[src/rtl/error_acc_pkg.sv]
// Shared types and defaults for the SSE / max-abs error accumulator.
package error_acc_pkg;

    localparam int unsigned DEF_DATA_W    = 20;
    localparam int unsigned DEF_FRAC_W    = 10;
    localparam int unsigned DEF_N_SAMPLES = 150;
    localparam int unsigned DEF_CNT_W     = 8;
    localparam int unsigned DEF_ACC_W     = 48;

    typedef enum logic [1:0] {
        IDLE  = 2'd0,
        ACCUM = 2'd1,
        FLUSH = 2'd2,
        DONE  = 2'd3
    } state_t;

    // Largest positive value of a w-bit two's complement number (w <= 32).
    function automatic logic [31:0] abs_sat_max(input int unsigned w);
        return (32'd1 << (w - 32'd1)) - 32'd1;
    endfunction

endpackage

[src/rtl/error_square_stage.sv]
// Pipeline stage 1: saturating absolute value and its square, registered.
module error_square_stage
    import error_acc_pkg::*;
#(
    parameter int unsigned DATA_W = DEF_DATA_W
) (
    input  logic                  clk,
    input  logic                  rst,
    input  logic                  valid_in,
    input  logic [DATA_W-1:0]     err_in,
    output logic [DATA_W-1:0]     abs,
    output logic [2*DATA_W-1:0]   sq,
    output logic                  valid_out
);

    localparam logic [DATA_W-1:0] ABS_MAX  = DATA_W'(abs_sat_max(DATA_W));
    localparam logic [DATA_W-1:0] MOST_NEG = {1'b1, {(DATA_W-1){1'b0}}};

    logic [DATA_W-1:0]   w_abs;
    logic [2*DATA_W-1:0] w_sq;
    logic [DATA_W-1:0]   r_abs;
    logic [2*DATA_W-1:0] r_sq;
    logic                r_valid;

    // |err_in| with the most negative code clamped, then squared
    always_comb begin
        w_abs = err_in;
        if (err_in == MOST_NEG) begin
            w_abs = ABS_MAX;
        end else if (err_in[DATA_W-1]) begin
            w_abs = -err_in;
        end
        w_sq = (2*DATA_W)'(w_abs) * (2*DATA_W)'(w_abs);
    end

    // Stage register; payload only loads on a valid sample
    always_ff @(posedge clk) begin
        if (rst) begin
            r_valid <= 1'b0;
            r_abs   <= '0;
            r_sq    <= '0;
        end else begin
            r_valid <= valid_in;
            if (valid_in) begin
                r_abs <= w_abs;
                r_sq  <= w_sq;
            end
        end
    end

    assign abs       = r_abs;
    assign sq        = r_sq;
    assign valid_out = r_valid;

endmodule

[src/rtl/error_accumulator.sv]
// Run-level accumulator: sum of squared residuals and max |residual| over N samples.
module error_accumulator
    import error_acc_pkg::*;
#(
    parameter int unsigned DATA_W    = DEF_DATA_W,
    parameter int unsigned FRAC_W    = DEF_FRAC_W,
    parameter int unsigned N_SAMPLES = DEF_N_SAMPLES,
    parameter int unsigned CNT_W     = DEF_CNT_W,
    parameter int unsigned ACC_W     = DEF_ACC_W
) (
    input  logic               clk,
    input  logic               rst,
    input  logic               start,
    input  logic               err_valid,
    input  logic [DATA_W-1:0]  err_in,
    output logic               busy,
    output logic               done,
    output logic [ACC_W-1:0]   sse,
    output logic [DATA_W-1:0]  max_abs_err,
    output logic [CNT_W-1:0]   sample_cnt,
    output logic               sse_ovf
);

    localparam logic [CNT_W-1:0] LAST_CNT = CNT_W'(N_SAMPLES - 1);
    localparam logic [ACC_W-1:0] SSE_MAX  = '1;

    // Elaboration-time parameter sanity
    if (FRAC_W >= DATA_W) begin : g_bad_frac
        $error("FRAC_W must be smaller than DATA_W");
    end
    if (ACC_W < 2*DATA_W) begin : g_bad_acc
        $error("ACC_W must hold at least one full square");
    end
    if ((2**CNT_W) <= N_SAMPLES) begin : g_bad_cnt
        $error("CNT_W too narrow for N_SAMPLES");
    end

    state_t              r_state;
    state_t              w_state_nxt;
    logic                w_accept;
    logic                w_last;
    logic                w_clear;
    logic                w_busy_nxt;
    logic                w_done_nxt;
    logic                r_busy;
    logic                r_done;
    logic [ACC_W-1:0]    r_sse;
    logic [DATA_W-1:0]   r_max;
    logic [CNT_W-1:0]    r_cnt;
    logic                r_ovf;
    logic [DATA_W-1:0]   w_abs;
    logic [2*DATA_W-1:0] w_sq;
    logic                w_sq_valid;
    logic [ACC_W:0]      w_sum;

    assign w_accept = (r_state == ACCUM) && err_valid;
    assign w_last   = w_accept && (r_cnt == LAST_CNT);
    assign w_clear  = (r_state == IDLE) && start;

    // Residuals only enter the pipe while accumulating
    error_square_stage #(
        .DATA_W (DATA_W)
    ) u_square (
        .clk       (clk),
        .rst       (rst),
        .valid_in  (w_accept),
        .err_in    (err_in),
        .abs       (w_abs),
        .sq        (w_sq),
        .valid_out (w_sq_valid)
    );

    // FSM state register
    always_ff @(posedge clk) begin
        if (rst) begin
            r_state <= IDLE;
        end else begin
            r_state <= w_state_nxt;
        end
    end

    // FSM next-state logic
    always_comb begin
        w_state_nxt = r_state;
        case (r_state)
            IDLE:    if (start)  w_state_nxt = ACCUM;
            ACCUM:   if (w_last) w_state_nxt = FLUSH;
            FLUSH:   w_state_nxt = DONE;
            DONE:    w_state_nxt = IDLE;
            default: w_state_nxt = IDLE;
        endcase
    end

    // FSM output decode, taken from the next state so the flops line up with it
    always_comb begin
        w_busy_nxt = 1'b0;
        w_done_nxt = 1'b0;
        case (w_state_nxt)
            ACCUM:   w_busy_nxt = 1'b1;
            FLUSH:   w_busy_nxt = 1'b1;
            DONE:    w_done_nxt = 1'b1;
            default: ;
        endcase
    end

    // Registered status outputs
    always_ff @(posedge clk) begin
        if (rst) begin
            r_busy <= 1'b0;
            r_done <= 1'b0;
        end else begin
            r_busy <= w_busy_nxt;
            r_done <= w_done_nxt;
        end
    end

    assign w_sum = (ACC_W+1)'(r_sse) + (ACC_W+1)'(w_sq);

    // Stage 2: saturating SSE, running max and sample count
    always_ff @(posedge clk) begin
        if (rst || w_clear) begin
            r_sse <= '0;
            r_max <= '0;
            r_cnt <= '0;
            r_ovf <= 1'b0;
        end else begin
            if (w_accept) begin
                r_cnt <= r_cnt + CNT_W'(1);
            end
            if (w_sq_valid) begin
                if (w_sum[ACC_W]) begin
                    r_sse <= SSE_MAX;
                    r_ovf <= 1'b1;
                end else begin
                    r_sse <= w_sum[ACC_W-1:0];
                end
                if (w_abs > r_max) begin
                    r_max <= w_abs;
                end
            end
        end
    end

    assign busy        = r_busy;
    assign done        = r_done;
    assign sse         = r_sse;
    assign max_abs_err = r_max;
    assign sample_cnt  = r_cnt;
    assign sse_ovf     = r_ovf;

endmodule

[config.mk]
export PLATFORM = sky130hd
export DESIGN_NAME = error_accumulator
export DESIGN_NICKNAME = d
export VERILOG_FILES = /design/src/rtl/error_acc_pkg.sv /design/src/rtl/error_square_stage.sv /design/src/rtl/error_accumulator.sv
export SDC_FILE = /design/constraint.sdc
export NUM_CORES = 1
export LEC_CHECK = 0
export CORE_AREA = 2 2 210 212
export CTS_CLUSTER_DIAMETER = 30
export DETAILED_ROUTE_END_ITERATION = 6
export DIE_AREA = 0 0 212 214
export PLACE_DENSITY = 0.67
export SLEW_MARGIN = 25
export SYNTH_ARGS = -nofsm -noshare
export SYNTH_HDL_FRONTEND = slang
export SYNTH_SLANG_ARGS = --single-unit
export TNS_END_PERCENT = 10
[constraint.sdc]
create_clock -name clk -period 12.25 [get_ports clk]
set_clock_uncertainty 0.05 [all_clocks]
set_input_delay 2.45 -clock clk [delete_from_list [all_inputs] [get_ports clk]]
set_output_delay 2.45 -clock clk [all_outputs]
set_load 0.01 [all_outputs]
==> flow_results.xml <==
<?xml version="1.0" encoding="UTF-8"?>
<metrics>
  <group name="run_status">
    <metric name="run_status" unit="">complete, no violations</metric>
  </group>
  <group name="drt">
    <metric name="routed_antenna_nets" unit="">0</metric>
    <metric name="drt_first_iter_violations" unit="">1105</metric>
    <metric name="wire_per_inst" unit="um">17.4</metric>
    <metric name="wl" unit="um">50900</metric>
    <metric name="viasPerCell" unit="">5.35</metric>
    <metric name="detail_route.drc_violations" unit="">0</metric>
    <metric name="via_count" unit="">15600</metric>
    <metric name="drt-pass1-iter-count" unit="">6</metric>
  </group>
  <group name="worst_setup_path">
    <metric name="worstPathMaxFanout" unit="">11</metric>
    <metric name="timing.critical_path.from" unit="">err_in[0]</metric>
    <metric name="timing.reg2reg.worst_path_depth" unit="">12</metric>
    <metric name="setup.worst_path.class" unit="">in2reg</metric>
    <metric name="slowest_delay" unit="ns">0.58</metric>
    <metric name="kind_of_end_point_of_the_critical_path" unit="">flop</metric>
    <metric name="slowest_stage" unit="">sky130_fd_sc_hd__or4b_1</metric>
    <metric name="critPathCapture" unit="">u_square.sq[33]</metric>
    <metric name="critical_path_rt" unit="ns">12.56</metric>
    <metric name="reg2reg_to" unit="">sse[11]</metric>
    <metric name="worst_path_most_repeated_cell" unit="">sky130_fd_sc_hd__fa_1</metric>
    <metric name="setup_slack_on_the_worst_flop_to_flop_path" unit="ns">8.21</metric>
    <metric name="critPathArrivalTime" unit="ns">11.96</metric>
    <metric name="rr_startpoint" unit="">u_square.abs[0]</metric>
    <metric name="cp-start-kind" unit="">input port</metric>
  </group>
  <group name="placement">
    <metric name="dp_hpwl" unit="um">42200</metric>
    <metric name="detailedPlace.worstSlack" unit="ns">0.231</metric>
    <metric name="routabilityCongestion" unit="">0.950</metric>
    <metric name="portBuffers" unit="">102</metric>
  </group>
  <group name="clocking">
    <metric name="hold_buffers" unit="">0</metric>
    <metric name="cts_clock_pin_slew_for_the_worst_setup_and_hold_paths" unit="ns">0.06</metric>
    <metric name="cts-root-to-sink-buffers" unit="">2</metric>
    <metric name="clockRootBuffer" unit="">sky130_fd_sc_hd__clkbuf_16</metric>
    <metric name="cts_tree" unit="">built</metric>
    <metric name="tritoncts.num_buffers" unit="">17</metric>
    <metric name="ctsHtreeMaxLevel" unit="">4</metric>
    <metric name="cts_post_setup_buffers_inserted" unit="">0</metric>
    <metric name="post_cts_resize_count" unit="">0</metric>
    <metric name="clock_latency" unit="ns">0.44</metric>
    <metric name="clock_sinks" unit="">140</metric>
  </group>
  <group name="cells_and_area">
    <metric name="n_antenna_cell" unit="">0</metric>
    <metric name="fill_cells" unit="">4064</metric>
    <metric name="area_of_the_multi_input_gates" unit="sq mm">0.0146</metric>
    <metric name="final_nets" unit="">2844</metric>
    <metric name="layout-drive-gt1-share" unit="">0.0444</metric>
    <metric name="layout-area-overhead-vs-synth" unit="%">11.9</metric>
    <metric name="layout.area.seq" unit="sq mm">0.00280</metric>
  </group>
  <group name="synth">
    <metric name="syn_avg_cell_area" unit="sq um">8.54</metric>
    <metric name="synth-async-reset-ratio" unit="">0</metric>
    <metric name="syn_area" unit="sq mm">0.0192</metric>
    <metric name="synth.yosys.seq_area_share" unit="">0.146</metric>
    <metric name="synth-edff-count" unit="">0</metric>
    <metric name="synth_cell_type_count" unit="">81</metric>
    <metric name="post_synthesis_register_bit_count" unit="">140</metric>
    <metric name="postSynthCellCount" unit="">2248</metric>
    <metric name="synth_flop_cell" unit="">sky130_fd_sc_hd__dfxtp_1</metric>
    <metric name="ys_warn_count" unit="">0</metric>
  </group>
  <group name="sta">
    <metric name="transition_time_at_the_pin_with_the_least_slew_margin" unit="ns">0.904</metric>
    <metric name="final_setup_slack_of_the_worst_path" unit="ns">0.600</metric>
    <metric name="post-route-period-util" unit="">0.951</metric>
    <metric name="timing.setup.tns" unit="ns">0</metric>
    <metric name="slew_headroom" unit="">0.389</metric>
    <metric name="fmax" unit="MHz">85.8</metric>
    <metric name="setup_violations" unit="">0</metric>
    <metric name="final_hold_viol_count" unit="">0</metric>
    <metric name="hold-worst-slack" unit="ns">0.393</metric>
    <metric name="period_needed" unit="ns">11.65</metric>
    <metric name="rsz_0062_raised_after_global_routing" unit="">no</metric>
    <metric name="timing_max_transition_violations_final" unit="">0</metric>
  </group>
  <group name="floorplan">
    <metric name="floorplan.initialDensity" unit="">0.448</metric>
    <metric name="coreArea" unit="sq mm">0.0429</metric>
    <metric name="die-height" unit="um">214</metric>
    <metric name="row_count" unit="">76</metric>
    <metric name="floorplan.io_pins" unit="">103</metric>
    <metric name="dieArea" unit="sq mm">0.0454</metric>
    <metric name="die_w" unit="um">212</metric>
  </group>
  <group name="job">
    <metric name="drv.max_cap_violation_count" unit="">0</metric>
  </group>
  <group name="grt">
    <metric name="grt_usage" unit="">0.228</metric>
    <metric name="globalRoute.totalOverflow" unit="">0</metric>
    <metric name="grt_max_degree" unit="">77</metric>
    <metric name="antenna_found_initial" unit="">0</metric>
    <metric name="number_of_global_route_vias_before_repair" unit="">15800</metric>
    <metric name="grt_first_pass_wirelength" unit="um">81700</metric>
  </group>
  <group name="worst_hold_path">
    <metric name="worst_hold_path_type" unit="">reg2reg</metric>
  </group>
</metrics>
## kinds of logic (layout without fill, tap and decap cells)
logic type | count (synthesis) | after routing | synth area share
compound gates | 434 | 434 | 0.144
xor+xnor | 98 | 98 | 0.0447
flops | 140 | 140 | 0.146
other cells | 2 | 16 | 0.000391
simple gates | 579 | 579 | 0.135
mux | 4 | 4 | 0.00208
fa+ha+maj | 489 | 489 | 0.429
buf+inv | 502 | 582 | 0.0992
## critical path: cells and delay by family
family	cells	cell delay, ns
AOI/OAI and AO/OA	8	2.05
xor gates and xnor gates	1	0.13
buffers and inverters	6	1.31
adders and majority gates	9	3.73
and+or+nand+nor	8	2.25
## worst min-delay path by stage
| stage | cells after the start | to | startpoint | slack, ns |
|---|---|---|---|---|
| after CTS | 2 | sse_ovf | sse_ovf | 0.40 |
| after detailed placement | 2 | sse_ovf | sse_ovf | 0.39 |
| after global routing | 2 | sse_ovf | sse_ovf | 0.42 |
| after global placement | 2 | sse_ovf | sse_ovf | 0.38 |
| final | 2 | sse_ovf | sse_ovf | 0.39 |
| after floorplan | 2 | u_square.sq[14] | u_square.sq[14] | 0.39 |
## area by class of cell
type,count,area share
Clock buffer,24,0.0229
Clock inverter,6,0.00291
Inverter,415,0.0726
Multi-Input combinational cell,1620,0.678
Sequential cell,140,0.130
Tap cell,585,0.0340
Timing Repair Buffer,137,0.0595
## flip-flops by register name, indices dropped and copies added, names as in the netlist
signal / flops
sse: 48
u_square.sq: 38
max_abs_err: 20
u_square.abs: 20
sample_cnt: 8
r_state: 2
busy: 1
done: 1
sse_ovf: 1
u_square.valid_out: 1
## cells in the mapped netlist, types with 7 or more instances
| cell | n | share of area |
|---|---|---|
| sky130_fd_sc_hd__a211oi_1 | 24 | 0.0094 |
| sky130_fd_sc_hd__a21o_1 | 46 | 0.018 |
| sky130_fd_sc_hd__a21oi_1 | 159 | 0.041 |
| sky130_fd_sc_hd__a31oi_1 | 10 | 0.0033 |
| sky130_fd_sc_hd__and3_1 | 11 | 0.0036 |
| sky130_fd_sc_hd__buf_2 | 8 | 0.0021 |
| sky130_fd_sc_hd__clkbuf_1 | 74 | 0.014 |
| sky130_fd_sc_hd__dfxtp_1 | 140 | 0.15 |
| sky130_fd_sc_hd__fa_1 | 283 | 0.29 |
| sky130_fd_sc_hd__ha_1 | 206 | 0.13 |
| sky130_fd_sc_hd__inv_1 | 404 | 0.079 |
| sky130_fd_sc_hd__nand2_1 | 242 | 0.047 |
| sky130_fd_sc_hd__nand2b_1 | 7 | 0.0023 |
| sky130_fd_sc_hd__nand3_1 | 47 | 0.012 |
| sky130_fd_sc_hd__nand4_1 | 20 | 0.0065 |
| sky130_fd_sc_hd__nor2_1 | 164 | 0.032 |
| sky130_fd_sc_hd__nor2b_1 | 15 | 0.0049 |
| sky130_fd_sc_hd__nor3_1 | 24 | 0.0063 |
| sky130_fd_sc_hd__o21a_1 | 15 | 0.0059 |
| sky130_fd_sc_hd__o21ai_0 | 80 | 0.021 |
| sky130_fd_sc_hd__o21bai_1 | 9 | 0.0035 |
| sky130_fd_sc_hd__o221a_2 | 8 | 0.0047 |
| sky130_fd_sc_hd__o31ai_1 | 31 | 0.012 |
| sky130_fd_sc_hd__or3_1 | 8 | 0.0026 |
| sky130_fd_sc_hd__xnor2_1 | 53 | 0.024 |
| sky130_fd_sc_hd__xor2_1 | 45 | 0.021 |
## layout by cell type, fill, tap and decap left out, types with 53 or more instances in the layout
cell and instances:
sky130_fd_sc_hd__xnor2_1 53, sky130_fd_sc_hd__nor2_1 164, sky130_fd_sc_hd__nand2_1 242, sky130_fd_sc_hd__o21ai_0 79
sky130_fd_sc_hd__a21oi_1 158, sky130_fd_sc_hd__fa_1 283, sky130_fd_sc_hd__dfxtp_1 140, sky130_fd_sc_hd__ha_1 206
sky130_fd_sc_hd__inv_1 404, sky130_fd_sc_hd__clkdlybuf4s50_1 101
## metrics by stage
step,util,instance area [sq um],std cells
floorplan,-,19300,2262
global placement,0.488,20900,2897
detailed placement,0.488,20900,2897
CTS,0.501,21500,2927
global route,0.501,21500,2927
finish,0.501,21500,2927
## per-layer routing
layer | wire length [um] | up-vias | global-route usage
met1 | 22700 | 7622 | 0.315
met4 | 1360 | 0 | 0.0676
li1 | - | 7430 | -
met3 | 3760 | 85 | 0.0457
met2 | 23100 | 512 | 0.361
met5 | 0 | - | 0
Power is not shown: default switching activity piles up to over one toggle a cycle in this logic, so the estimate is an artifact.
